$ cat config.mk
export PLATFORM = sky130hd
export DESIGN_NAME = cash_dispense_sequencer
export DESIGN_NICKNAME = d
export VERILOG_FILES = /design/src/rtl/cash_dispense_sequencer.sv
export SDC_FILE = /design/constraint.sdc
export NUM_CORES = 1
export LEC_CHECK = 0
export ABC_AREA = 1
export CAP_MARGIN = 25
export CORE_MARGIN = 10
export CORE_UTILIZATION = 42
export DETAILED_ROUTE_END_ITERATION = 8
export PLACE_DENSITY = 0.62
export SYNTH_ARGS = -nofsm -noshare
export SYNTH_HDL_FRONTEND = slang
export SYNTH_SLANG_ARGS = --single-unit
$ cat constraint.sdc
create_clock -name clk -period 4 [get_ports clk]
set_input_delay 0.6 -clock clk [delete_from_list [all_inputs] [get_ports clk]]
set_output_delay 0.6 -clock clk [all_outputs]
set_load 0.005 [all_outputs]
$ cat src/rtl/cash_dispense_sequencer.sv
// Bill dispenser sequencer: greedy payout planning over four cassettes, then
// one-bill-at-a-time delivery to the mechanism through a req/ack handshake.
module cash_dispense_sequencer #(
    parameter int MONTO_W = 32,
    parameter int CNT_W   = 10,
    parameter int DEN0    = 20000,
    parameter int DEN1    = 10000,
    parameter int DEN2    = 5000,
    parameter int DEN3    = 1000,
    parameter int TIMEOUT = 16
) (
    input  logic                 clk,
    input  logic                 rst,
    input  logic                 entregarDinero,
    input  logic [MONTO_W-1:0]   monto,
    input  logic                 cargaSTB,
    input  logic [4*CNT_W-1:0]   cargaCant,
    input  logic                 dispAck,
    output logic                 dispSTB,
    output logic [1:0]           dispSel,
    output logic                 ocupado,
    output logic                 listo,
    output logic                 falla,
    output logic [1:0]           codigoFalla,
    output logic [MONTO_W-1:0]   montoEntregado,
    output logic [4*CNT_W-1:0]   conteoCassettes
);

    localparam int WD_W = $clog2(TIMEOUT + 1);

    typedef enum logic [2:0] {
        S_IDLE,
        S_PLAN,
        S_DISPENSE,
        S_DONE,
        S_FAIL
    } state_t;

    state_t state, next_state;

    logic [3:0][CNT_W-1:0] count;
    logic [3:0][CNT_W-1:0] shadow;
    logic [3:0][CNT_W-1:0] plan;
    logic [MONTO_W-1:0]    rem;
    logic [MONTO_W-1:0]    delivered;
    logic [1:0]            code;
    logic                  stb;
    logic [1:0]            sel;
    logic [WD_W-1:0]       wd;

    logic       pick_ok;
    logic [1:0] pick;
    logic       serve_ok;
    logic [1:0] serve;
    logic       timeout_hit;

    function automatic logic [MONTO_W-1:0] den(input logic [1:0] idx);
        case (idx)
            2'd0:    den = MONTO_W'(DEN0);
            2'd1:    den = MONTO_W'(DEN1);
            2'd2:    den = MONTO_W'(DEN2);
            default: den = MONTO_W'(DEN3);
        endcase
    endfunction

    always_ff @(posedge clk) begin
        if (rst) begin
            state <= S_IDLE;
        end else begin
            state <= next_state;
        end
    end

    always_comb begin
        pick_ok  = 1'b0;
        pick     = 2'd0;
        serve_ok = 1'b0;
        serve    = 2'd0;
        // Descending scan so the lowest qualifying cassette wins.
        for (int i = 3; i >= 0; i--) begin
            if (rem >= den(2'(i)) && shadow[2'(i)] != '0) begin
                pick_ok = 1'b1;
                pick    = 2'(i);
            end
            if (plan[2'(i)] != '0) begin
                serve_ok = 1'b1;
                serve    = 2'(i);
            end
        end
        timeout_hit = stb && !dispAck && (wd == WD_W'(TIMEOUT - 1));
        next_state  = state;
        case (state)
            S_IDLE:     if (entregarDinero) next_state = S_PLAN;
            S_PLAN: begin
                if (rem == '0)    next_state = S_DISPENSE;
                else if (!pick_ok) next_state = S_FAIL;
            end
            S_DISPENSE: begin
                if (stb) begin
                    if (timeout_hit) next_state = S_FAIL;
                end else if (!serve_ok) begin
                    next_state = S_DONE;
                end
            end
            S_DONE:     next_state = S_IDLE;
            S_FAIL:     next_state = S_IDLE;
            default:    next_state = S_IDLE;
        endcase
    end

    always_ff @(posedge clk) begin
        if (rst) begin
            count     <= '0;
            shadow    <= '0;
            plan      <= '0;
            rem       <= '0;
            delivered <= '0;
            code      <= 2'b00;
            stb       <= 1'b0;
            sel       <= 2'd0;
            wd        <= '0;
        end else begin
            case (state)
                S_IDLE: begin
                    if (cargaSTB) count <= cargaCant;
                    if (entregarDinero) begin
                        rem       <= monto;
                        delivered <= '0;
                        code      <= 2'b00;
                        plan      <= '0;
                        // A simultaneous reload is visible to the plan.
                        shadow    <= cargaSTB ? cargaCant : count;
                    end
                end
                S_PLAN: begin
                    if (rem != '0) begin
                        if (pick_ok) begin
                            rem          <= rem - den(pick);
                            plan[pick]   <= plan[pick] + 1'b1;
                            shadow[pick] <= shadow[pick] - 1'b1;
                        end else begin
                            code <= 2'b01;
                        end
                    end
                end
                S_DISPENSE: begin
                    if (stb) begin
                        if (dispAck) begin
                            // Strobe drops for at least one cycle between bills.
                            stb       <= 1'b0;
                            wd        <= '0;
                            delivered <= delivered + den(sel);
                            if (plan[sel] != '0)  plan[sel]  <= plan[sel] - 1'b1;
                            if (count[sel] != '0) count[sel] <= count[sel] - 1'b1;
                        end else if (timeout_hit) begin
                            stb  <= 1'b0;
                            wd   <= '0;
                            code <= 2'b10;
                        end else begin
                            wd <= wd + 1'b1;
                        end
                    end else if (serve_ok) begin
                        stb <= 1'b1;
                        sel <= serve;
                        wd  <= '0;
                    end
                end
                default: begin
                    stb <= 1'b0;
                    wd  <= '0;
                end
            endcase
        end
    end

    assign dispSTB         = stb;
    assign dispSel         = sel;
    assign ocupado         = (state != S_IDLE);
    assign listo           = (state == S_DONE);
    assign falla           = (state == S_FAIL);
    assign codigoFalla     = code;
    assign montoEntregado  = delivered;
    assign conteoCassettes = count;

endmodule

* After elaboration in Yosys (flattened, before gate mapping)
Cells that the tools add are included.
Cells by class: add/sub/neg operators 7, order comparisons 6, eq/ne operators 23, muxes and demuxes 82, bitwise logic cells 2, reduce and logical (&&, ||, !) cells 31
Operators by type and width (number):
- two-way mux 40 bit | 13
- two-way mux 32 bit | 14
- bitwise mux 40 bit | 4
- one-hot mux 40 bit (2 select lines) | 2
- one-hot mux 32 bit (2 select lines) | 2
- one-hot mux 40 bit (3 select lines) | 1
- one-hot mux 15 bit (3 select lines) | 2
- binary-select mux 10 bit (select 2 bit) | 4
- two-way mux 10 bit | 6
- nonzero test 10 bit | 6
- demux 10 bit (select 2 bit) | 2
- adder 32 bit | 1
- greater-or-equal comparator 32 x 14 -> 1 bit, second input constant | 1
- greater-or-equal comparator 32 x 15 -> 1 bit, second input constant | 1
- logical NOT 32 bit | 1
- nonzero test 32 bit | 1
- subtractor 32 bit | 1
- subtractor 10 x 1 -> 10 bit, second input constant | 3
- two-way mux 5 bit | 4
- inequality test 2 bit, second input constant | 10
- two-way mux 2 bit | 9
- two-way mux 3 bit | 6
- AND reduction 4 bit | 4
- AND reduction 7 bit | 2
- other kinds (26) | 51
Storage, ports and cells: register bits after elaboration 197, output and inout bits 80, logic and storage cells 170

* Logic depth before layout (Yosys ltp)
depth in word-level cells 14, mapped depth 23

* Worst setup path before layout
OpenSTA, ideal clock, no wires.
path type reg-to-reg, from reg rem[20], to reg rem[26], library setup time 0.132 ns, arrival time 2.805 ns, slack 1.063 ns, stages on the path, launching flop included 22, period minus slack after synthesis 2.937 ns, path through dfxtp_1 nor2_4 nand2_2 nor2_2 nand2_2 o21bai_4 nand2_4 buf_6 buf_8 buf_6 ha_1 or2_2 a21oi_2 nand2_1 nand2_1 nand2_1 nand2_1 nand2_1 nand2_1 nand2_1 o21bai_1 a21oi_1
Between the ends: cells in the longest elaborated chain, start to end 14, elaborated cells on any way between the ends 24, those cells by class add/sub: 1; order compare: 2; eq/ne: 4; mux: 12; reduce/logical: 5
RTL lines:
- start: declaration | RTL line 44 | logic [MONTO_W-1:0] rem;
- start signal: assignment | RTL line 127 | rem <= monto;
- start signal: assignment | RTL line 138 | rem <= rem - den(pick);
- greater-or-equal comparator 32 x 14 -> 1 bit | RTL line 81 | if (rem >= den(2'(i)) && shadow[2'(i)] != '0) begin
- logical AND 1 bit | RTL line 81
- two-way mux 1 bit | RTL line 81
- two-way mux 2 bit | RTL line 81
- equality test 2 bit, or another cell as far along | RTL line 58 | case (idx)
- one-hot mux 15 bit (3 select lines) | RTL line 58
- two-way mux 32 bit | RTL line 137 | if (pick_ok) begin
- two-way mux 32 bit | RTL line 136 | if (rem != '0) begin
- two-way mux 32 bit | RTL line 123 | case (state)
- two-way mux 32 bit | RTL line 112 | if (rst) begin
- subtractor 32 bit | RTL line 138
- two-way mux 32 bit | RTL line 137
- two-way mux 32 bit | RTL line 136
- one-hot mux 32 bit (2 select lines) | RTL line 123
Parallel ways exist; a longest one is shown, timed or not. The select of a mux whose other input is x is not followed. A chain may end at the register's enable or synchronous reset.

* Worst setup path after layout
from reg sel[0] (netlist: dispSel[0]), to reg plan[5] (netlist name)
Between the ends: cells in the longest elaborated chain, start to end 9, elaborated cells on any way between the ends 16, those cells by class add/sub: 1; order compare: 2; eq/ne: 1; mux: 9; reduce/logical: 3
RTL lines:
- start: declaration | RTL line 48 | logic [1:0] sel;
- start signal: assignment | RTL line 164 | sel <= serve;
- parallel branches: the longest is 9 deep, another holds subtractor 10 x 1 -> 10 bit
- end signal: indexed assignment | RTL line 139 | plan[pick] <= plan[pick] + 1'b1;
- end: declaration | RTL line 43 | logic [3:0][CNT_W-1:0] plan;
Several ways; the timed one is not identified. The select of a mux whose other input is x is not followed.

==> summary.txt <==
Run status
  • Outcome: finished, final reports clean

Setup path
  • Worst Path Buf+Inv: 2
  • Critical path's slowest cell: a21oi_2
  • CP peak stage delay: 0.73 ns
  • Crit-path most repeated cell: nand2_1
  • Worst-path cell chain: buf_4 > nand2_1 > o21ai_0 > inv_1 > ha_1 > nand3_1 > nor3_1 > a311oi_1 > nand2_1 > a21oi_2 > o21ai_1 > a21oi_1
  • Required time worst endpoint: 4.36 ns
  • CP arrival: 3.58 ns
  • CP max FO: 19
  • Worst setup path class: register to register
  • CP Launch Type: register
  • Family with the most delay on the worst path: compound AO/OA/AOI/OAI gates
  • Crit. End Element: register

Layout
  • Commonest non-fill, non-tap cells in the layout: 333 x nand2_1, 172 x nor2_1, 165 x inv_1
  • Cell area after layout: 0.0120 sq mm
  • Fraction of final layout cells sized beyond drive strength 1: 7.26%
  • Commonest non-fill, non-tap cell in the layout: nand2_1
  • Non-Filler Instances: 1,939
  • Ant. Diodes: 0
  • Area grow syn2layout: 24.2%
  • Fill count: 2,290
  • Final core utilization: 53.1%
  • # nets final: 1,732

Yosys
  • Number of synthesized flops with an enable pin: 0
  • Avg Cell Area, Syn: 6.40 sq um
  • Area of the mapped netlist: 0.00968 sq mm
  • Cell count after synthesis: 1,512
  • Asr flop ratio synth: 0%
  • Top_reg_cell synth: dfxtp_1
  • Flops & latches, synth: 152
  • Register area share after synthesis: 31.4%
  • Netlist cell types: 53
  • YS warnings: 0

Pwr
  • Net switching power: 2580 uW
  • Logic pwr share: 42.1%
  • Int Power: 3630 uW
  • Sw frac: 41.6%
  • Sequential power share: 30.2%
  • Power per cell area: 517 mW/mm^2
  • Clock share of power: 27.7%
  • Worst vdd ir: 245 uV
  • Pleak: 0.00486 uW

Placed design
  • Cells after DPL: 1,907
  • Placed cell areas: 0.0114 sq mm
  • Final HPWL DP: 22.8 mm
  • Final Wtd Congestion: 0.934
  • Buffers on Ports: 151

Routing
  • Vias: 10,200
  • Routed Antenna Nets: 0
  • Top layer in use: met4
  • M1 wire length: 13.9 mm
  • Total Wirelength: 30.6 mm
  • First-iteration detailed-routing DRC count: 843
  • Vias/cell: 5.25
  • Routed len/inst: 15.8 microns
  • DR WL met3: 1.79 mm
  • DRC violations left: 0
  • Met2 wire length: 14.1 mm
  • Pre-antenna DRT Iters: 8

Timing
  • Worst rel slew slack: 44.6%
  • Fin crit share: 80.4%
  • Min cycle time layout: 3.22 ns
  • Fmax: 311 MHz
  • Final setup vio count: 0
  • RSZ-0062 raised after global routing: false
  • Fin Setup TNS: 0 ns
  • Slew @ Worst Pin: 0.832 ns
  • Pins Over Slew Limit: 0
  • Final hold viol count: 0
  • Max Clock Skew: 0.0123 ns
  • Final hold slack: 0.444 ns

Clock network
  • # hold bufs at CTS: 0
  • CTS tree: done
  • Clock sinks: 152
  • Root buffer cell: clkbuf_16
  • Post-CTS sizing: 0
  • Worst-Skew Late Latency: 0.44 ns
  • Clock tree buffer depth: 2
  • Post-CTS Setup Bufs: 0
  • CTS Buf Count: 17
  • Clock transition at the registers of the reported paths: 0.07 ns
  • H-tree levels: 4

Die
  • Starting density of the core: 42.7%
  • Core area: 0.0226 sq mm
  • Row count: 55
  • Die Y: 172 microns
  • Die ar.: 0.0295 sq mm
  • I/O pin count: 157
  • Die Width: 172 microns

Global routing
  • GRT overflow: 0
  • Vias in the first global route: 9,611
  • Largest net degree at the start of global routing: 70
  • First-pass GRT wire length: 49.4 mm
  • Global Route Usage Sum: 20.7%
  • Antenna violations before repair: 0

Job
  • Maxcap violations: 0

Worst hold path
  • Hold Crit Class: register to register
[power by group through the flow]
stage / combinational (uW) / sequential [uW] / clock (uW)
floorplan: 1920 / 1870 / 0
global placement: 2570 / 1900 / 0
detailed placement: 2590 / 1910 / 0
CTS: 2610 / 1870 / 1750
global route: 2950 / 1900 / 1810
finish: 2620 / 1880 / 1720
[path summary, 6_finish.rpt]
path	from	cells past startpoint	endpoint	slack (ns)
min reg2reg	conteoCassettes[38]$_SDFFE_PP0P_	2	conteoCassettes[38]$_SDFFE_PP0P_	0.44
max	dispSel[0]$_SDFFE_PP0P_	12	plan[5]$_SDFFE_PP0P_	0.78
max reg2reg	dispSel[0]$_SDFFE_PP0P_	12	plan[5]$_SDFFE_PP0P_	0.78
min	conteoCassettes[38]$_SDFFE_PP0P_	2	conteoCassettes[38]$_SDFFE_PP0P_	0.44
[flip-flops by register name, indices dropped and copies added (netlist names)]
name and cells:
montoEntregado 28, dispSel 1, shadow 20, state 3
codigoFalla 2, wd 5, conteoCassettes 40, dispSTB 1
plan 20, rem 32
[layout make-up]
type / instances / area, sq um / share of cell area [%]
Tap cell: 285 / 357 / 2.97
Clock buffer: 18 / 439 / 3.65
Inverter: 181 / 679 / 5.65
Clock inverter: 14 / 176 / 1.47
Multi-Input combinational cell: 1119 / 5650 / 47.0
Sequential cell: 152 / 3040 / 25.3
Timing Repair Buffer: 170 / 1670 / 13.9
[cells in the mapped netlist (20+ instances only)]
library cell | count | area share, %
nand2_1 | 333 | 13
nor2_1 | 172 | 6.7
inv_1 | 165 | 6.4
dfxtp_1 | 152 | 31
a21oi_1 | 146 | 7.6
o21ai_0 | 129 | 6.7
nand3_1 | 74 | 3.8
clkbuf_1 | 37 | 1.4
o22ai_1 | 25 | 1.6
nor3_1 | 21 | 1.1
o21a_1 | 20 | 1.6
xor2_1 | 20 | 1.8
[routing by layer]
metal	vias up	global-route usage, %
met5	-	0
met4	0	7.50
met3	50	4.47
met2	252	33.9
met1	4636	26.1
li1	5234	-
[worst min-delay path: cells and delay by family, from the launching register on]
kind,cells,cell delay (ns)
buffers and inverters,1,0.04
AO/OA/AOI/OAI,1,0.05
flip-flops,1,0.31
[cell families (layout without fill, tap and decap cells)]
family                   Yosys count  count (layout)  synth area share (%)
adder cells (fa/ha/maj)           14              14                  1.89
AO/OA/AOI/OAI                    373             373                  21.7
buffers and inverters            245             383                  10.4
other                              1               5                0.0387
XOR/XNOR                          32              32                  2.90
multiplexers                      10              10                  1.03
AND/OR/NAND/NOR                  685             685                  30.6
flip-flops                       152             152                  31.4
[through the flow]
stage	total power, uW	setup slack, ns
finish	6210	0.783
global route	6660	0.455
CTS	6230	0.805
detailed placement	4500	0.714
global placement	4480	0.801
floorplan	3790	1.06
(Power assumes the default switching activity.)
